`config.mk`:
```
export PLATFORM = sky130hd
export DESIGN_NAME = ql_clkgen
export DESIGN_NICKNAME = d
export VERILOG_FILES = /design/src/rtl/ql_pkg.sv /design/src/rtl/ql_reset_seq.sv /design/src/rtl/ql_clkgen.sv
export SDC_FILE = /design/constraint.sdc
export NUM_CORES = 1
export LEC_CHECK = 0
export CAP_MARGIN = 5
export CELL_PAD_IN_SITES_DETAIL_PLACEMENT = 0
export CELL_PAD_IN_SITES_GLOBAL_PLACEMENT = 1
export CORE_MARGIN = 2
export CORE_UTILIZATION = 30
export CTS_BUF_LIST = sky130_fd_sc_hd__clkbuf_2
export DETAILED_ROUTE_END_ITERATION = 16
export PLACE_DENSITY_LB_ADDON = 0.1
export SLEW_MARGIN = 10
export SYNTH_ARGS = -nofsm -noshare
export SYNTH_HDL_FRONTEND = slang
export SYNTH_SLANG_ARGS = --single-unit
```
`constraint.sdc`:
```
create_clock -name clk_sys -period 2.3 [get_ports clk_sys]
set_input_delay 0.23 -clock clk_sys [delete_from_list [all_inputs] [get_ports clk_sys]]
set_output_delay 0.23 -clock clk_sys [all_outputs]
set_load 0.1 [all_outputs]
```
`src/rtl/ql_pkg.sv`:
```
// Shared encodings and counter widths for the QL clock-enable generator.
package ql_pkg;

    localparam logic [1:0] SPD_NORMAL = 2'd0;
    localparam logic [1:0] SPD_X2     = 2'd1;
    localparam logic [1:0] SPD_X4     = 2'd2;

    localparam logic [1:0] RAM_128K   = 2'd0;
    localparam logic [1:0] RAM_640K   = 2'd1;
    localparam logic [1:0] RAM_896K   = 2'd2;

    localparam int DIV_W     = 5;
    // Wide enough for DIV131K_MAX values up to 1023.
    localparam int DIV131K_W = 10;
    localparam int RCNT_W    = 12;

endpackage

```
`src/rtl/ql_reset_seq.sv`:
```
// Stretches the incoming reset request by RST_CYCLES bus strobes and
// latches the RAM configuration while the stretched reset is active.
module ql_reset_seq
    import ql_pkg::*;
#(
    parameter int RST_CYCLES = 4095
) (
    input  logic       clk_sys,
    input  logic       reset,
    input  logic       ce_bus_p,
    input  logic [1:0] ram_sel,
    output logic       sys_reset,
    output logic [1:0] ram_cfg
);

    logic [RCNT_W-1:0] rcnt_q, rcnt_d;
    logic [1:0]        ram_cfg_q;

    always_comb begin
        rcnt_d = rcnt_q;
        if (ce_bus_p && (rcnt_q != '0)) begin
            rcnt_d = rcnt_q - RCNT_W'(1);
        end
    end

    always_ff @(posedge clk_sys) begin
        if (reset) begin
            rcnt_q    <= RCNT_W'(RST_CYCLES);
            ram_cfg_q <= ram_sel;
        end else begin
            rcnt_q <= rcnt_d;
            if (rcnt_q != '0) begin
                ram_cfg_q <= ram_sel;
            end
        end
    end

    assign sys_reset = (rcnt_q != '0);
    assign ram_cfg   = ram_cfg_q;

endmodule

```
`src/rtl/ql_clkgen.sv`:
```
// Clock-enable generator for the QL core: bus/video/SD strobes, the 131 kHz
// RTC tick and speed gating, plus the stretched system reset.
module ql_clkgen
    import ql_pkg::*;
#(
    parameter int RST_CYCLES  = 4095,
    parameter int DIV131K_MAX = 640
) (
    input  logic       clk_sys,
    input  logic       reset,
    input  logic [1:0] speed,
    input  logic [1:0] ram_sel,
    output logic       ce_p,
    output logic       ce_n,
    output logic       ce_vid,
    output logic       ce_sd,
    output logic       ce_131k,
    output logic       duty_cycle,
    output logic       sub_cycle,
    output logic       ce_bus_p,
    output logic       ce_bus_n,
    output logic       cpu_cycle,
    output logic       sys_reset,
    output logic [1:0] ram_cfg
);

    localparam logic [DIV131K_W-1:0] DIV131K_TC = DIV131K_W'(DIV131K_MAX);

    logic [DIV_W-1:0]     div_q, div_d;
    logic [DIV131K_W-1:0] div131k_q, div131k_d;
    logic [1:0]           spd_q, spd_d;
    logic                 duty_q, duty_d;
    logic                 sub_q, sub_d;
    logic                 ce_p_q, ce_n_q, ce_vid_q, ce_sd_q, ce_131k_q;

    always_comb begin
        div_d     = div_q + DIV_W'(1);
        div131k_d = (div131k_q == DIV131K_TC) ? '0 : div131k_q + DIV131K_W'(1);
        // Speed is only sampled at the end of a 32-clock window.
        spd_d     = (div_q == '1) ? speed : spd_q;
        duty_d    = duty_q;
        if (div_q[2:0] == 3'd0) begin
            case (spd_q)
                SPD_NORMAL: duty_d = (div_q[4:3] == 2'd0);
                SPD_X2:     duty_d = ~div_q[3];
                default:    duty_d = 1'b1;
            endcase
        end
        sub_d = sub_q;
        if (div_q == '0) begin
            sub_d = ~sub_q | (spd_q != SPD_NORMAL);
        end
    end

    always_ff @(posedge clk_sys) begin
        if (reset) begin
            div_q     <= '0;
            div131k_q <= '0;
            spd_q     <= speed;
            duty_q    <= 1'b0;
            sub_q     <= 1'b0;
            ce_p_q    <= 1'b0;
            ce_n_q    <= 1'b0;
            ce_vid_q  <= 1'b0;
            ce_sd_q   <= 1'b0;
            ce_131k_q <= 1'b0;
        end else begin
            div_q     <= div_d;
            div131k_q <= div131k_d;
            spd_q     <= spd_d;
            duty_q    <= duty_d;
            sub_q     <= sub_d;
            ce_p_q    <= (div_q[2:0] == 3'd0);
            ce_n_q    <= (div_q[2:0] == 3'd4);
            ce_vid_q  <= (div_q[2:0] == 3'd0);
            ce_sd_q   <= (div_q[1:0] == 2'd0);
            ce_131k_q <= (div131k_q == '0);
        end
    end

    assign ce_p       = ce_p_q;
    assign ce_n       = ce_n_q;
    assign ce_vid     = ce_vid_q;
    assign ce_sd      = ce_sd_q;
    assign ce_131k    = ce_131k_q;
    assign duty_cycle = duty_q;
    assign sub_cycle  = sub_q;
    assign ce_bus_p   = duty_q & ce_p_q;
    assign ce_bus_n   = duty_q & ce_n_q;
    assign cpu_cycle  = duty_q & sub_q;

    ql_reset_seq #(
        .RST_CYCLES (RST_CYCLES)
    ) u_reset_seq (
        .clk_sys   (clk_sys),
        .reset     (reset),
        .ce_bus_p  (ce_bus_p),
        .ram_sel   (ram_sel),
        .sys_reset (sys_reset),
        .ram_cfg   (ram_cfg)
    );

endmodule

```
==> metrics, run 1 <==
Chip Height=77.9 um; CTS Buf Count=5; Netlist cell types=43; FILL cells=539; Post-synth EDFFs=4; Async S/R FF share, synth=0%; worst min path class=in2reg; Synthesized Nets=184; placed cell count=258; Slew @ Worst Pin=0.631 ns; PD cells=603 mW/mm^2; cts hold-fix bufs=0; cell chain of the critical path=or4_4 > or4_4 > buf_12; Leak=0.760 nW; antenna cells=0; Avg WL per Cell=11.4 um; drt pass-1 iters=5; largest net degree at the start of global routing=12; first-pass GRT wire length=5.24 mm; Seq/Total Area, Yosys=47.6%; Final HPWL DP=2.28 mm; ys flop type=dfxtp_1; num rows=26; CP max stage cell=or4_4; Hold Vio Cnt, Final=0; commonest non-fill, non-tap cell in the layout=dfxtp_1; commonest cells after routing, fill and taps aside=28 x dfxtp_1, 22 x buf_4, 19 x nor2_1; RSZ-0062 raised after global routing=true; top routing layer used=met4; 1st-iter DRT viols=22; number of port buffers=18; worst path bufs/invs=1; largest cells by area after synthesis=dfxtp_1 40%, edfxtp_1 7.3%, ha_1 4.6%; CP endpoint kind=primary output; Slew Viols, Final=0; Core Area=0.00520 sq mm; nets=214; Clock Latency Late Sink=0.37 ns; GRT Overall Usage=11.0%; Final Worst Setup Slack=0.0184 ns; clk sinks=37; DRC violations left=0; Die Width=77.9 um; max-cap violations=0; Vias/cell=4.62; Antenna Nets Post-Route=0; Post-Syn Area=0.00164 sq mm; non-filler cells, final=273; startpoint types=flip-flop; clock root buffer master=clkbuf_2; initial antenna violation count=0; synthesized instance count=172; Max clock buf depth=2; # H-tree levels=2; Synth area leader=dfxtp_1; fmax=438 MHz; GPL Wtd Cong=0.791; Area Overhead vs Synth=22.4%; CTS tree=built; Tcrit/Tclk final=99.2%; WS Path Type=reg2out; met2 wire length=1.52 mm; yosys warns=0; clock slew seen by the registers of the worst setup and hold paths=0.18 ns; VDD IR max=0.000221 V; post-synth top area share=40.3%; worst slack, placed=0.246 ns; routed length on met3=111 um; cell mode on critical path=or4_4; fin crit period=2.28 ns; Initial Util=31.5%; Metal-1 WL=1.41 mm; Synth Register Bits=37; final core utilization=38.6%; Slew headroom=57.4%; total global routing overflow=0; area of the multi-input gates=792 sq um; worst-path maximum fanout=5; sequential cell area=790 sq um; status=complete, no violations; layout cells sized above 1=23.6%; Worst Path Arrival=2.05 ns; Vias=1261; Syn Area/Cell=9.54 sq um; Final Setup Violations=0; CP top delay family=simple AND/OR/NAND/NOR gates; Fin Clk Skew=0.0141 ns; slowest cell delay on critical path=0.56 ns; WP data required=2.07 ns; vias in the first global route=1200; DRT Wirelength=3.10 mm; Die ar.=0.00608 sq mm; I/O pin count=19
[area by class of cell]
cell class                 count  area share (%)
multi-input combinational    114            39.4
sequential                    37            39.3
timing repair buffer          28            11.7
tap                           70            4.36
inverter                      16            3.18
clock buffer                   6            1.50
clock inverter                 2           0.498
[stage by stage]
| stage | TNS [ns] | hold WS [ns] | cell area (sq um) | total power [mW] |
|---|---|---|---|---|
| 2_1_floorplan | 0 | 0.329 | 1650 | 0.890 |
| 3_3_place_gp | 0 | 0.440 | 1890 | 0.939 |
| 3_5_place_dp | 0 | 0.460 | 1890 | 0.942 |
| 4_1_cts | -0.0766 | 0.354 | 1980 | 1.24 |
| 5_1_grt | -0.0685 | 0.352 | 2010 | 1.28 |
| 6_report | 0 | 0.393 | 2010 | 1.21 |
[sequential cells by signal, indices dropped and copies added (netlist names), 2 cells and up]
register / flops
div131k_q: 10
u_reset_seq.ram_cfg: 2
div_q: 5
spd_q: 2
u_reset_seq.rcnt_q: 12
[final timing paths]
| path | end | slack (ns) | cells past startpoint | from |
|---|---|---|---|---|
| setup / recovery | sys_reset | 0.02 | 3 | u_reset_seq.rcnt_q[8] |
| setup reg to reg | u_reset_seq.rcnt_q[4] | 0.19 | 5 | u_reset_seq.rcnt_q[8] |
| hold reg to reg | ce_131k | 0.50 | 1 | div131k_q[9] |
| hold / removal | spd_q[0] | 0.39 | 1 | speed[0] |
[layer usage]
layer,track usage (%),up-vias
met5,0,-
met4,5.26,0
met3,3.60,6
met2,18.7,13
met1,12.2,584
li1,-,658
[cells by family after synthesis]
family,synth area share (%)
compound gates,9.00
xor+xnor,6.41
fa+ha+maj,4.58
buf+inv,5.11
flops,47.6
mux,0.610
simple gates,26.7
[Yosys cell counts, drive strengths merged (2+ instances only)]
cell type	n
a21oi	2
and2	4
and3	2
buf	2
clkbuf	3
dfxtp	33
edfxtp	4
ha	6
inv	16
nand2	5
nand2b	2
nand3	10
nor2	19
nor2b	4
nor3	8
nor3b	3
nor4	2
nor4b	3
o211ai	2
o21ai	5
or2	2
or3	4
or4	3
or4b	2
xnor2	8
xor2	4
[power by group]
part	internal [mW]	switching [mW]
clock	0.0764	0.204
sequential	0.678	0.0203
combinational	0.0649	0.167
[repair_timing]
action,in CTS,in global routing
endpoints found under the hold margin,0,0
gates resized for setup,7,2
setup endpoints to repair,1,1
pin swaps,2,3
buffers inserted,4,3
gates cloned,0,0
(Power assumes the default switching activity.)
==> run 2: changes to the inputs <==
Settings changed: CAP_MARGIN 5 to default.
==> results of run 2 <==
The final DEF is identical to that of run 1; final timing and power are the same.
==> run 3: changes to the inputs <==
Settings changed: RECOVER_POWER from default to 50.
==> run 3 against run 2 <==
Sequential share of layout area up 0.80 points. Sequential power about the same. Count of clock-buffer cells in the layout unchanged.
==> metrics, run 3 (synthesis results as in run 1) <==
status=complete, no violations; DRC violations left=0; CTS tree=built; Fin Clk Skew=0.0130 ns; vias in the first global route=1200; nets=214; startpoint types=flip-flop; layout cells sized above 1=18.7%; RSZ-0062 raised after global routing=true; GPL Wtd Cong=0.791; VDD IR max=0.000220 V; Core Area=0.00520 sq mm; PD cells=607 mW/mm^2; RR Startpoint=u_reset_seq.rcnt_q[8]; R2R depth=5; number of port buffers=18; Clock Latency Late Sink=0.37 ns; Worst Path Arrival=2.05 ns; Slew @ Worst Pin=1.17 ns; Slew headroom=22.2%; largest net degree at the start of global routing=12; WS Path Type=reg2out; Tcrit/Tclk final=99.2%; antenna cells=0; min-delay src=ram_sel[1]; first-pass GRT wire length=5.24 mm; commonest cells after routing, fill and taps aside=28 x dfxtp_1, 19 x nor2_1, 13 x inv_1; initial antenna violation count=0; max reg flops=12; R2R setup slack=0.19 ns; Initial Util=31.5%; WP data required=2.07 ns; non-filler cells, final=273; Die ar.=0.00608 sq mm; Area Overhead vs Synth=20.0%; Leak=0.721 nW; Hold Vio Cnt, Final=0; final core utilization=37.8%; top flop regs=u_reset_seq.rcnt_q: 12 flops, div131k_q: 10 flops, div_q: 5 flops; Antenna Nets Post-Route=0; Vias=1267; total global routing overflow=0; placed cell count=258; fin crit period=2.28 ns; Max clock buf depth=2; Slew Viols, Final=0; drt pass-1 iters=4; CP endpoint kind=primary output; hold-critical path depth=1; WHS Endpoint=u_reset_seq.ram_cfg[1]; Most flops, register=u_reset_seq.rcnt_q; Final Setup Violations=0; # H-tree levels=2; clk sinks=37; Chip Height=77.9 um; Die Width=77.9 um; DRT Wirelength=3.10 mm; commonest non-fill, non-tap cell in the layout=dfxtp_1; worst-path maximum fanout=5; 1st-iter DRT viols=19; CTS Buf Count=5; worst min path class=in2reg; total power=1.19 mW; GRT Overall Usage=11.0%; Vias/cell=4.64; Final HPWL DP=2.28 mm; fmax=438 MHz; num rows=26; Reg2Reg Capture Point=u_reset_seq.rcnt_q[4]; clock root buffer master=clkbuf_2; I/O pin count=19; Avg WL per Cell=11.3 um; clock slew seen by the registers of the worst setup and hold paths=0.18 ns; max-cap violations=0
run 3: cell types whose count changed in the layout (fill, tap and decap cells not counted), sizes merged:
cell           delta
clkdlybuf4s50     -5
clkbuf           +11
dlygate4sd3       +5
buf              -11
run 3: timing repair:
action,in CTS,in global routing
endpoints found under the hold margin,0,0
pin swaps,2,3
setup buffers,4,3
setup endpoints to repair,1,1
hold buffers,0,0
gates resized for setup,7,2
run 3: power breakdown:
part | total [mW] | leakage (nW) | switching [mW] | internal [mW]
Sequential | 0.698 | 0.309 | 0.0197 | 0.678
Combinational | 0.217 | 0.379 | 0.167 | 0.0497
Clock | 0.280 | 0.0327 | 0.203 | 0.0764
run 3: cell type report:
cell class                      instances  area (sq um)
Multi-Input combinational cell        114           792
Tap cell                               70          87.6
Sequential cell                        37           790
Fill cell                             545          3240
Clock inverter                          2          10.0
Timing Repair Buffer                   28           195
Inverter                               16          63.8
Clock buffer                            6          30.0
run 3: per-stage QoR:
stage / TNS (ns) / worst slack (ns) / area, sq um / hold WS [ns]
after floorplan: 0 / 0.0381 / 1650 / 0.329
after CTS: -0.0766 / -0.0766 / 1980 / 0.354
after global placement: 0 / 0.306 / 1890 / 0.440
after detailed placement: 0 / 0.246 / 1890 / 0.460
after global routing: -0.0685 / -0.0685 / 1970 / 0.429
final: 0 / 0.0176 / 1970 / 0.467
run 3: worst max path at each step:
stage / from / to / slack [ns] / cells past startpoint
after global routing: u_reset_seq.rcnt_q[0] / sys_reset / -0.07 / 5
after floorplan: u_reset_seq.rcnt_q[0] / u_reset_seq.rcnt_q[4] / 0.04 / 6
after global placement: u_reset_seq.rcnt_q[0] / u_reset_seq.rcnt_q[4] / 0.31 / 6
final: u_reset_seq.rcnt_q[8] / sys_reset / 0.02 / 3
after detailed placement: u_reset_seq.rcnt_q[0] / u_reset_seq.rcnt_q[4] / 0.25 / 6
after CTS: u_reset_seq.rcnt_q[1] / sys_reset / -0.08 / 5
run 3: routing by layer:
metal / part of all wire, % / GRT usage [%] / vias to the layer above / wire, um
met4: 2.1 / 5.26 / 0 / 64
met3: 2.9 / 3.60 / 6 / 89
li1: - / - / 656 / -
met2: 49 / 18.7 / 10 / 1520
met5: 0 / 0 / - / 0
met1: 46 / 12.2 / 595 / 1420
run 3: worst max-delay path: stages, from the launching register on:
cell and delay [ns]:
dfxtp_4 0.38, or4_4 0.56, or4_4 0.56, buf_12 0.18
